<file path="src/rtl/m3_pkg.sv">
// Shared types and helpers for the m3 motor power/speed ramp.
package m3_pkg;

    typedef enum logic [2:0] {
        ST_IDLE      = 3'd0,
        ST_RAMP      = 3'd1,
        ST_RUN       = 3'd2,
        ST_REV_DOWN  = 3'd3,
        ST_STOP_DOWN = 3'd4,
        ST_FAULT     = 3'd5
    } state_t;

    // Operands are zero-extended to 32 bits by the caller; any setpoint width up to 31 bits fits.
    function automatic logic [31:0] sat_add(input logic [31:0] a, input logic [31:0] step,
                                            input logic [31:0] hi);
        return (a + step > hi) ? hi : a + step;
    endfunction

    function automatic logic [31:0] sat_sub(input logic [31:0] a, input logic [31:0] step,
                                            input logic [31:0] lo);
        return (a < lo + step) ? lo : a - step;
    endfunction

endpackage

</file>
<file path="src/rtl/m3_ramp_step.sv">
// One ramped channel: on each tick, move cur toward goal by STEP and land exactly on goal.
module m3_ramp_step #(
    parameter int           W    = 16,
    parameter logic [W-1:0] STEP = 1
) (
    input  logic         clk,
    input  logic         rst,
    input  logic         tick,
    input  logic         ld,
    input  logic [W-1:0] ld_val,
    input  logic [W-1:0] goal,
    output logic [W-1:0] cur
);

    always_ff @(posedge clk or posedge rst) begin
        if (rst) begin
            cur <= '0;
        end else if (ld) begin
            cur <= ld_val;
        end else if (tick) begin
            if (cur < goal)
                cur <= (goal - cur <= STEP) ? goal : cur + STEP;
            else if (cur > goal)
                cur <= (cur - goal <= STEP) ? goal : cur - STEP;
        end
    end

endmodule

</file>
<file path="src/rtl/m3_power_speed_ramp.sv">
// Operator requests -> ramped frequency/power setpoints and direction for the 3-phase generator.
module m3_power_speed_ramp
    import m3_pkg::*;
#(
    parameter int                FREQ_W    = 16,
    parameter int                PWR_W     = 10,
    parameter logic [FREQ_W-1:0] FREQ_MIN  = 16'd50,
    parameter logic [FREQ_W-1:0] FREQ_MAX  = 16'd4000,
    parameter logic [FREQ_W-1:0] FREQ_STEP = 16'd10,
    parameter logic [PWR_W-1:0]  PWR_MIN   = 10'd64,
    parameter logic [PWR_W-1:0]  PWR_MAX   = 10'd1000,
    parameter logic [PWR_W-1:0]  PWR_STEP  = 10'd8,
    parameter int                RAMP_DIV  = 1000
) (
    input  logic              clkI,
    input  logic              rstI,
    input  logic              m3startI,
    input  logic              m3forceStopI,
    input  logic              m3invRotateI,
    input  logic              m3freqINCi,
    input  logic              m3freqDECi,
    input  logic              m3powerINCi,
    input  logic              m3powerDECi,
    output logic [FREQ_W-1:0] freqO,
    output logic [PWR_W-1:0]  powerO,
    output logic              dirO,
    output logic              runO,
    output logic [2:0]        stateO
);

    localparam int            CW       = (RAMP_DIV > 1) ? $clog2(RAMP_DIV) : 1;
    localparam logic [CW-1:0] CNT_LAST = CW'(RAMP_DIV - 1);

    state_t            state, state_nxt;
    logic [4:0]        req_q, req_d, req_edge;
    logic              e_rev, e_pi, e_pd, e_fi, e_fd;
    logic [FREQ_W-1:0] tgt_f, tgt_f_n, goal_f, ld_f;
    logic [PWR_W-1:0]  tgt_p, tgt_p_n, goal_p, ld_p;
    logic              tgt_chg, at_goal, at_min;
    logic [CW-1:0]     cnt;
    logic              tick, ramp_en, ld, dir_tgl;

    // Two-stage capture so a request acts one clock after its rising edge.
    always_ff @(posedge clkI or posedge rstI) begin
        if (rstI) begin
            req_q <= '0;
            req_d <= '0;
        end else begin
            req_q <= {m3invRotateI, m3powerINCi, m3powerDECi, m3freqINCi, m3freqDECi};
            req_d <= req_q;
        end
    end
    assign req_edge = req_q & ~req_d;
    assign {e_rev, e_pi, e_pd, e_fi, e_fd} = req_edge;

    // Force-stop wins over target edges arriving in the same cycle.
    always_comb begin
        tgt_f_n = tgt_f;
        tgt_p_n = tgt_p;
        if (!m3forceStopI) begin
            if (e_fi && !e_fd)
                tgt_f_n = FREQ_W'(sat_add(32'(tgt_f), 32'(FREQ_STEP), 32'(FREQ_MAX)));
            else if (e_fd && !e_fi)
                tgt_f_n = FREQ_W'(sat_sub(32'(tgt_f), 32'(FREQ_STEP), 32'(FREQ_MIN)));
            if (e_pi && !e_pd)
                tgt_p_n = PWR_W'(sat_add(32'(tgt_p), 32'(PWR_STEP), 32'(PWR_MAX)));
            else if (e_pd && !e_pi)
                tgt_p_n = PWR_W'(sat_sub(32'(tgt_p), 32'(PWR_STEP), 32'(PWR_MIN)));
        end
    end
    assign tgt_chg = (tgt_f_n != tgt_f) || (tgt_p_n != tgt_p);

    always_ff @(posedge clkI or posedge rstI) begin
        if (rstI) begin
            tgt_f <= FREQ_MIN;
            tgt_p <= PWR_MIN;
        end else begin
            tgt_f <= tgt_f_n;
            tgt_p <= tgt_p_n;
        end
    end

    assign at_goal = (freqO == tgt_f) && (powerO == tgt_p);
    assign at_min  = (freqO == FREQ_MIN) && (powerO == PWR_MIN);

    always_ff @(posedge clkI or posedge rstI) begin
        if (rstI) state <= ST_IDLE;
        else      state <= state_nxt;
    end

    always_comb begin
        state_nxt = state;
        if (m3forceStopI) begin
            state_nxt = ST_FAULT;
        end else begin
            case (state)
                ST_IDLE:      if (m3startI) state_nxt = ST_RAMP;
                ST_RAMP: begin
                    if (!m3startI)                 state_nxt = ST_STOP_DOWN;
                    else if (e_rev)                state_nxt = ST_REV_DOWN;
                    else if (at_goal && !tgt_chg)  state_nxt = ST_RUN;
                end
                ST_RUN: begin
                    if (!m3startI)    state_nxt = ST_STOP_DOWN;
                    else if (e_rev)   state_nxt = ST_REV_DOWN;
                    else if (tgt_chg) state_nxt = ST_RAMP;
                end
                ST_REV_DOWN: begin
                    if (!m3startI)   state_nxt = ST_STOP_DOWN;
                    else if (at_min) state_nxt = ST_RAMP;
                end
                ST_STOP_DOWN: begin
                    if (m3startI)    state_nxt = ST_RAMP;
                    else if (at_min) state_nxt = ST_IDLE;
                end
                ST_FAULT:     if (!m3startI) state_nxt = ST_IDLE;
                default:      state_nxt = ST_IDLE;
            endcase
        end
    end

    always_comb begin
        ramp_en = state inside {ST_RAMP, ST_RUN, ST_REV_DOWN, ST_STOP_DOWN};
        goal_f  = tgt_f;
        goal_p  = tgt_p;
        if (state inside {ST_REV_DOWN, ST_STOP_DOWN}) begin
            goal_f = FREQ_MIN;
            goal_p = PWR_MIN;
        end
        ld   = 1'b0;
        ld_f = '0;
        ld_p = '0;
        if (state_nxt == ST_FAULT || (state_nxt == ST_IDLE && state != ST_IDLE)) begin
            ld = 1'b1;
        end else if (state == ST_IDLE && state_nxt == ST_RAMP) begin
            ld   = 1'b1;
            ld_f = FREQ_MIN;
            ld_p = PWR_MIN;
        end
        dir_tgl = (state == ST_IDLE && e_rev && !m3forceStopI) ||
                  (state == ST_REV_DOWN && state_nxt == ST_RAMP);
    end

    // Tick phase restarts on every state change so each phase gets full ramp periods.
    always_ff @(posedge clkI or posedge rstI) begin
        if (rstI)                    cnt <= '0;
        else if (state_nxt != state) cnt <= '0;
        else if (cnt == CNT_LAST)    cnt <= '0;
        else                         cnt <= cnt + 1'b1;
    end
    assign tick = (cnt == CNT_LAST) && ramp_en;

    always_ff @(posedge clkI or posedge rstI) begin
        if (rstI)         dirO <= 1'b0;
        else if (dir_tgl) dirO <= ~dirO;
    end

    m3_ramp_step #(.W(FREQ_W), .STEP(FREQ_STEP)) u_freq (
        .clk(clkI), .rst(rstI), .tick(tick), .ld(ld), .ld_val(ld_f), .goal(goal_f), .cur(freqO)
    );

    m3_ramp_step #(.W(PWR_W), .STEP(PWR_STEP)) u_pwr (
        .clk(clkI), .rst(rstI), .tick(tick), .ld(ld), .ld_val(ld_p), .goal(goal_p), .cur(powerO)
    );

    assign runO   = ramp_en;
    assign stateO = state;

endmodule

</file>
<file path="config.mk">
export PLATFORM = sky130hd
export DESIGN_NAME = m3_power_speed_ramp
export DESIGN_NICKNAME = d
export VERILOG_FILES = /design/src/rtl/m3_pkg.sv /design/src/rtl/m3_ramp_step.sv /design/src/rtl/m3_power_speed_ramp.sv
export SDC_FILE = /design/constraint.sdc
export NUM_CORES = 1
export LEC_CHECK = 0
export ABC_AREA = 1
export ABC_CLOCK_PERIOD_IN_PS = 4900
export CAP_MARGIN = 20
export CORE_MARGIN = 5
export CORE_UTILIZATION = 60
export CTS_CLUSTER_SIZE = 24
export DETAILED_ROUTE_END_ITERATION = 6
export PLACE_DENSITY = 0.79
export SKIP_CTS_REPAIR_TIMING = 1
export SLEW_MARGIN = 25
export SYNTH_ARGS = -nofsm -noshare
export SYNTH_HDL_FRONTEND = slang
export SYNTH_SLANG_ARGS = --single-unit
</file>
<file path="constraint.sdc">
create_clock -name clkI -period 4.9 [get_ports clkI]
set_clock_uncertainty 0.15 [all_clocks]
set_input_delay 0.735 -clock clkI [delete_from_list [all_inputs] [get_ports clkI]]
set_output_delay 0.735 -clock clkI [all_outputs]
set_load 0.03 [all_outputs]
</file>
-- Yosys cells after proc, flatten, opt, wreduce, memory -nomap -nowiden
Cells that the tools add are included.
- equality and inequality tests: 15
- mux-type cells: 46
- reduce and logical (&&, ||, !) cells: 32
- shift-type cells: 0
- magnitude comparators: 12
- bitwise operators: 3
- multiply operators: 0
- divide/modulo/power cells: 0
- $add $sub $neg: 13
- operators with widths (kind ; number):
    2-to-1 mux 16 bit ; 12
    2-to-1 mux 10 bit ; 14
    2-to-1 mux 3 bit ; 13
    less-or-equal comparator 16 x 4 -> 1 bit, second input constant ; 2
    subtractor 16 bit ; 2
    subtractor 16 x 4 -> 16 bit, second input constant ; 2
    less-or-equal comparator 10 x 4 -> 1 bit, second input constant ; 2
    subtractor 10 bit ; 2
    subtractor 10 x 4 -> 10 bit, second input constant ; 2
    case mux 3 bit (6 select lines) ; 1
    adder 16 x 4 -> 17 bit, second input constant ; 1
    > comparator 17 x 12 -> 1 bit, second input constant ; 1
    adder 16 x 4 -> 16 bit, second input constant ; 1
    == test 16 bit ; 1
    == test 16 x 6 -> 1 bit, second input constant ; 1
    > comparator 16 bit ; 1
    < comparator 16 bit ; 1
    < comparator 16 x 6 -> 1 bit, second input constant ; 1
    != test 16 bit ; 1
    2-to-1 mux 7 bit ; 2
    logical AND 1 bit ; 13
    2-to-1 mux 6 bit ; 2
    adder 10 x 4 -> 11 bit, second input constant ; 1
    > comparator 11 x 10 -> 1 bit, second input constant ; 1
    24 further kinds ; 41
- logic and storage cells: 130
- input port bits: 9
- flip-flop bits (word level): 76
- output and inout port bits: 31
- memory bits (writable): 0
- bits in read-only memories: 0
- bits in latches: 0
- memories kept: 0

-- Depth between registers and ports, before layout
Gate-level depths: netlist of the first run.
- word-level depth: 22
- depth in mapped cells: 32
- mapped depth without buffers: 31

-- Hierarchy
From an unflattened synthesis of the first run, not the netlist that was laid out.
- cell total of the unflattened synthesis: 1872
- area total of the unflattened synthesis: 10796.6 µm²
- by module, submodules not included (module ; seq. area each (µm²) ; instances ; cells an instance ; area an instance (µm²)):
    m3_power_speed_ramp ; 1256.2 ; 1 ; 785 ; 4768.3
    m3_ramp_step (u_freq) ; 400.4 ; 1 ; 693 ; 3870.0
    m3_ramp_step (u_pwr) ; 250.2 ; 1 ; 394 ; 2158.3

-- Least setup slack after synthesis of the first run
Ideal clock, no wire load.
- path type: register -> register
- start: reg state[2], in the netlist stateO[2]
- end: reg u_freq.cur[13]
- cell stages (with the launch flop): 25
- buffers on the path: 2
- arrival time: 4.059 ns
- setup time: 0.120 ns
- clock period less this slack: 4.329 ns
- slack: 0.571 ns
- data required time: 4.630 ns
- cells stage by stage: dfrtp_1 -> inv_1 -> nand2_1 -> nor2_1 -> inv_1 -> nand2_1 -> clkbuf_1 -> nor2_1 -> inv_1 -> ha_1 -> fa_1 -> o21ai_0 -> a21oi_1 -> xor2_1 -> a211oi_1 -> o21ai_0 -> a2111oi_0 -> nand3_1 -> nand2_1 -> nand2_1 -> clkbuf_1 -> o221ai_1 -> nand2_1 -> o21ai_0 -> nor2_1
- cells in the longest elaborated chain, start to end: 11
- elaborated cells between the ends (all ways): 48
- classes of those cells: 2 x add/sub; 4 x order compare; 7 x eq/ne; 23 x mux; 12 x reduce/logical
- ends and longest elaborated chain (element ; RTL line ; source):
    start, declared ; m3_power_speed_ramp.sv:34 ; state_t state, state_nxt;
    start signal, assigned ; m3_power_speed_ramp.sv:88 ; else state <= state_nxt;
    branches (longest 11 deep; another with subtractor 16 bit) ; -- ;
    end signal, assigned ; m3_ramp_step.sv:19 ; cur <= ld_val;
    end signal, assigned ; m3_ramp_step.sv:22 ; cur <= (goal - cur <= STEP) ? goal : cur + STEP;
    end signal, assigned ; m3_ramp_step.sv:24 ; cur <= (cur - goal <= STEP) ? goal : cur - STEP;
    end, declared ; m3_ramp_step.sv:12 ; output logic [W-1:0] cur
Several ways; the timed one is not identified. The select of a mux whose other input is x is not followed.
A chain may end at the register's enable or synchronous reset.

-- Final worst setup path of the first run
- start: reg state[2], in the netlist stateO[2]
- end: reg u_pwr.cur[4]
- cells in the longest elaborated chain, start to end: 11
- elaborated cells between the ends (all ways): 49
- classes of those cells: 2 x add/sub; 4 x order compare; 7 x eq/ne; 24 x mux; 12 x reduce/logical
- ends and longest elaborated chain (element ; RTL line):
    branches (longest 11 deep; another with subtractor 10 bit) ; --
    end signal, assigned ; m3_ramp_step.sv:19
    end signal, assigned ; m3_ramp_step.sv:22
    end signal, assigned ; m3_ramp_step.sv:24
    end, declared ; m3_ramp_step.sv:12
Several ways; the timed one is not identified. The select of a mux whose other input is x is not followed.

==> impl_metrics.ini, run 1 <==
[pwr]
power_mw = 3.51
power.internal_mw = 1.80
pwr-share-comb_pct = 56.1
p_leak_nw = 4.92
clockPowerShare_pct = 19.4
power.switching_mw = 1.71
seqPwrFrac_pct = 24.5
max-vdd-ir-drop_mv = 0.280
pwr_density_cell_mw_per_mm2 = 351
switching_share_pct = 48.8

[logic_synthesis]
synthFlopType = dfrtp_1
syn_nets = 1545
yosysTopAreaCellShare_pct = 19.6
synth_area_leaders = dfrtp_1 20%, nand2_1 14%, ha_1 8.1%, inv_1 7.5%, nor2_1 7.3%
async_reset_ff_share_pct = 100
ys_types = 60
avgSynthCellArea_um2 = 6.25
synth_cells = 1474
synth_edf_count = 0
yosys.area.top_type = dfrtp_1
ys_ff_latch = 76
ys_top_cells_by_count = 341 x nand2_1, 183 x inv_1, 180 x nor2_1
syn_area_mm2 = 0.00921
synth.most_common_cell = nand2_1
yosys_warnings = 0
ys_seq_area_share_pct = 20.7

[critical_path]
slowest_delay_ps = 410
critPathCaptureType = flip-flop
crit_required_ps = 5020
slowest_stage = dfrtp_1
crit_family = simple AND/OR/NAND/NOR gates
arrival_ps = 4590
critPathLaunchType = flip-flop
critPathBufInv = 6
path_class = flip-flop to flip-flop
cp_common_cell = nor2_1
cp_max_fo = 13

[clocking]
cts_root_buffer = clkbuf_16
tritoncts = done
clock_latency_ps = 340
clk_pin_slew_ps = 60
numCtsBuffers = 9
clock-sinks = 76
h-tree-depth = 3
clockBufferDepth = 2

[detailed_routing]
wl_per_cell_um = 16.5
vias_per_cell = 5.91
detail-route-antenna-nets = 0
first_iter_violations = 1072
drc_errors = 0
drtPass1Iterations = 6
wl_um = 27700
num_vias = 9909

[floorplanning]
core-area_mm2 = 0.0151
dieArea_mm2 = 0.0179
die_y_um = 134
die_w_um = 134
rows = 45
io_pins = 40
start_util_pct = 60.8

[global_route]
grt_pass1_wl_um = 46000
gr-total-overflow = 0
antenna_found_initial = 0
grt_max_degree = 48
grt_pass1_vias = 9263
grt.total_usage_pct = 31.1

[timing]
fin_crit_ps = 4470
worstMarginPinSlew_ps = 863
fmax_ghz = 0.224
fin_crit_sh_pct = 91.3
slew_viol_final = 0
max-slew-margin-rel_pct = 42.4
setup_viol = 0
hold_violations = 0
setup_ws_ps = 429

[place]
pre_cts_slack_ps = 135
gp_congestion = 1.05
dpl.hpwl_um = 21800
io_buffers = 39

[cells_and_area]
num-nets-final = 1556
fillers = 1449
syn_to_final_growth_pct = 8.64
drive_gt1_share_pct = 7.58
diodes = 0

[flow_run]
drv_cap = 0

[status]
status = completed

[min_path]
hp-class = flip-flop to flip-flop
[final timing paths]
path                       startpoint      endpoint  slack [ps]  cells after the start
setup reg to reg            stateO[2]  u_pwr.cur[4]         430                     26
hold reg to reg              req_q[4]      req_d[4]         220                      0
setup / recovery            stateO[2]  u_pwr.cur[4]         430                     26
min in group asynchronous        rstI     stateO[2]         730                      2
max in group asynchronous        rstI      tgt_f[5]        2930                      3
hold / removal               req_q[4]      req_d[4]         220                      0
[layout by cell type, fill, tap and decap left out, types with 10 or more instances in the layout]
master and n:
a21oi_1 71, inv_2 10, xor2_1 61, nor2_1 179, clkdlybuf4s50_1 39, a21oi_2 13
nor4_1 10, nand2_1 338, dfrtp_1 72, nor3_1 28, nand4_1 42, nand3_1 117
o21ai_0 94, inv_1 182, ha_1 59, nand2_2 13, o22ai_1 12, buf_4 15
[area by class of cell]
cell class	count	area, um2	area share (%)
multi-input combinational	1146	6300	62.9
timing repair buffer	55	523	5.23
tap	188	235	2.35
clock buffer	12	256	2.56
clock inverter	4	48.8	0.488
sequential	76	1910	19.1
inverter	197	742	7.41
[power groups by stage]
| stage | Clock (mW) | Sequential, mW | Combinational, mW |
|---|---|---|---|
| 6_report | 0.680 | 0.861 | 1.97 |
| 5_1_grt | 0.725 | 0.873 | 2.19 |
| 4_1_cts | 0.690 | 0.856 | 1.93 |
| 3_5_place_dp | 0 | 0.866 | 1.92 |
| 3_3_place_gp | 0 | 0.865 | 1.90 |
| 2_1_floorplan | 0 | 0.803 | 1.53 |
[layer usage]
layer	GRT usage [%]	routed length [um]	vias up	share of wire [%]
met5	0	0	-	0
met4	9.49	828	0	3.0
met3	3.60	2220	71	8.0
met2	52.3	13100	483	47
met1	42.0	11600	4495	42
li1	-	-	4860	-
[worst reg2reg max path: stages (launching register included)]
cell	delay, ps
dfrtp_1	410
inv_1	130
nand2_1	140
nor2_1	110
inv_1	60
nand2_1	150
buf_4	240
nor2_1	80
ha_1	290
inv_1	80
o21bai_1	100
a21oi_1	240
nor2_1	90
nor2_1	170
nor2_1	90
nor2_1	210
o21ai_0	140
xor2_1	160
nor4_1	190
nand2_1	90
inv_1	110
nor2_1	90
nor2_2	190
inv_1	100
nor2_1	290
nand2_1	150
a31oi_4	140
[sequential cells by signal, summed over array words and instances (netlist names), 3 cells and up]
| signal | cells |
|---|---|
| tgt_f | 16 |
| u_freq.cur | 16 |
| cnt | 10 |
| tgt_p | 10 |
| u_pwr.cur | 10 |
| req_d | 5 |
| req_q | 5 |
| stateO | 3 |
[logic make-up (layout without fill, tap and decap cells)]
kind of cell,count (synthesis),after routing,synth area share [%]
buf+inv,252,268,11.1
fa+ha+maj,62,62,8.58
simple gates,768,768,37.3
mux,1,1,0.122
flops,76,76,20.7
compound gates,247,247,15.7
xor+xnor,68,68,6.46
[through the flow]
stage          TNS (ps)  hold WS, ps  instances  util [%]  instance area, um2
4_1_cts               0          223       1676      65.9                9980
6_report              0          221       1678      66.1               10000
5_1_grt           -8.13          230       1678      66.1               10000
2_1_floorplan         0          204       1474         -                9210
3_5_place_dp          0          210       1660      63.9                9670
3_3_place_gp          0          207       1660      63.9                9670
Power figures use the tool's default switching activity.
==> run 2: changes to the inputs <==
- CORE_UTILIZATION: 60 -> 63
- PLACE_DENSITY: 0.79 -> 0.82
==> impl_metrics.ini, run 2 (synthesized netlist as in run 1, its figures left out) <==
[status]
status = completed

[cells_and_area]
diodes = 0
stdcell_count = 1669
final_cell_mix = 338 x nand2_1, 182 x inv_1, 176 x nor2_1, 117 x nand3_1, 96 x o21ai_0
num-nets-final = 1551
final_cell_area_mm2 = 0.0100
fillers = 1310
drive_gt1_share_pct = 7.54
reg_top3 = tgt_f (16), u_freq.cur (16)
mostFrequentLayoutCell = nand2_1
syn_to_final_growth_pct = 8.68

[floorplanning]
io_pins = 40
die_w_um = 131
dieArea_mm2 = 0.0171
die_y_um = 131
core-area_mm2 = 0.0144
rows = 44
start_util_pct = 63.9

[flow_run]
drv_cap = 0

[global_route]
top_usage_layer = met2
grt.total_usage_pct = 32.9
grt_max_degree = 52
grt_pass1_vias = 9095
antenna_found_initial = 0
gr-total-overflow = 0
grt.met3_usage_pct = 4.67
use_met1_pct = 44.2
grt_pass1_wl_um = 45200
met2_usage_pct = 54.4

[timing]
rsz0062_at_grt = true
worstMarginPinSlew_ps = 867
setup_ws_ps = 236
slew_viol_final = 0
fin_crit_sh_pct = 95.2
fin_crit_ps = 4660
hold_violations = 0
fmax_ghz = 0.214
setup_viol = 0
max-slew-margin-rel_pct = 42.1

[clocking]
clockBufferDepth = 2
tritoncts = done
clock_latency_ps = 360
clk_pin_slew_ps = 60
h-tree-depth = 3
clock-sinks = 76
numCtsBuffers = 9
cts_root_buffer = clkbuf_16

[detailed_routing]
num_vias = 10000
drtPass1Iterations = 6
wl_um = 28100
detail-route-antenna-nets = 0
first_iter_violations = 1155
drc_errors = 0
wl_per_cell_um = 16.8
vias_per_cell = 6.02

[critical_path]
cp_max_fo = 13
arrival_ps = 4810
r2r_cells = 22
slowest_delay_ps = 440
critPathCaptureType = flip-flop
slowest_stage = o21ai_0
critPathLaunchType = flip-flop
crit_required_ps = 5050
worstPathCellList = inv_1 > nand2_1 > nor2_1 > inv_1 > nand2_2 > buf_4 > nor2_1 > ha_1 > inv_1 > o21ai_0 > a21boi_0 > o21ai_1 > xor2_1 > a2111oi_1 > nand3_1 > nand2_1 > nand2_2 > o21ai_0 > nand3_1 > nand2_1 > nand2_1 > nand2_1
cp_common_cell = nand2_1
path_class = flip-flop to flip-flop

[pwr]
power_mw = 3.63
p_leak_nw = 4.92
pwr_density_cell_mw_per_mm2 = 363
max-vdd-ir-drop_mv = 0.251

[place]
dp.cells = 1652
dpl.hpwl_um = 21600
place_area_mm2 = 0.00962
pre_cts_slack_ps = 109
io_buffers = 39
gp_congestion = 0.999

[min_path]
hp-class = flip-flop to flip-flop
hold_depth = 0
[run 2: stage by stage]
step                      hold WS [ps]  TNS [ps]  util [%]
after global routing               239      -100      69.4
final                              224         0      69.4
after global placement             207         0      66.7
after floorplan                    204         0         -
after CTS                          226         0      69.1
after detailed placement           212         0      66.7
[run 2: cell type report]
class                           count  area, um2  share of cell area (%)
Clock inverter                      7        124                    1.24
Inverter                          197        742                    7.41
Timing Repair Buffer               50        473                    4.72
Sequential cell                    76       1910                    19.0
Tap cell                          184        230                    2.30
Multi-Input combinational cell   1146       6310                    63.0
Clock buffer                        9        225                    2.25
[run 2: path summary, 6_finish.rpt]
check / slack [ps] / from / end
hold reg to reg: 220 / req_q[1] / req_d[1]
hold / removal: 220 / req_q[1] / req_d[1]
min in group asynchronous: 710 / rstI / req_d[0]
setup / recovery: 240 / stateO[2] / u_freq.cur[1]
max in group asynchronous: 2950 / rstI / tgt_f[4]
setup reg to reg: 240 / stateO[2] / u_freq.cur[1]
[run 2: power breakdown]
group          internal (mW)  switching [mW]
Sequential             0.710           0.176
Clock                  0.502           0.304
Combinational          0.656            1.28
Total                   1.87            1.76
[run 2: critical path: cells and delay by family, from the launching register on]
kind | cells | cell delay [ps]
fa+ha+maj | 1 | 410
buf+inv | 4 | 550
simple gates | 11 | 1470
compound gates | 5 | 1470
flops | 1 | 430
xor+xnor | 1 | 90
[run 2: routing by layer]
metal / up-vias / share of wire, %
met3: 89 / 7.7
met1: 4577 / 42
li1: 4863 / -
met5: - / 0
met2: 513 / 47
met4: 0 / 3.1
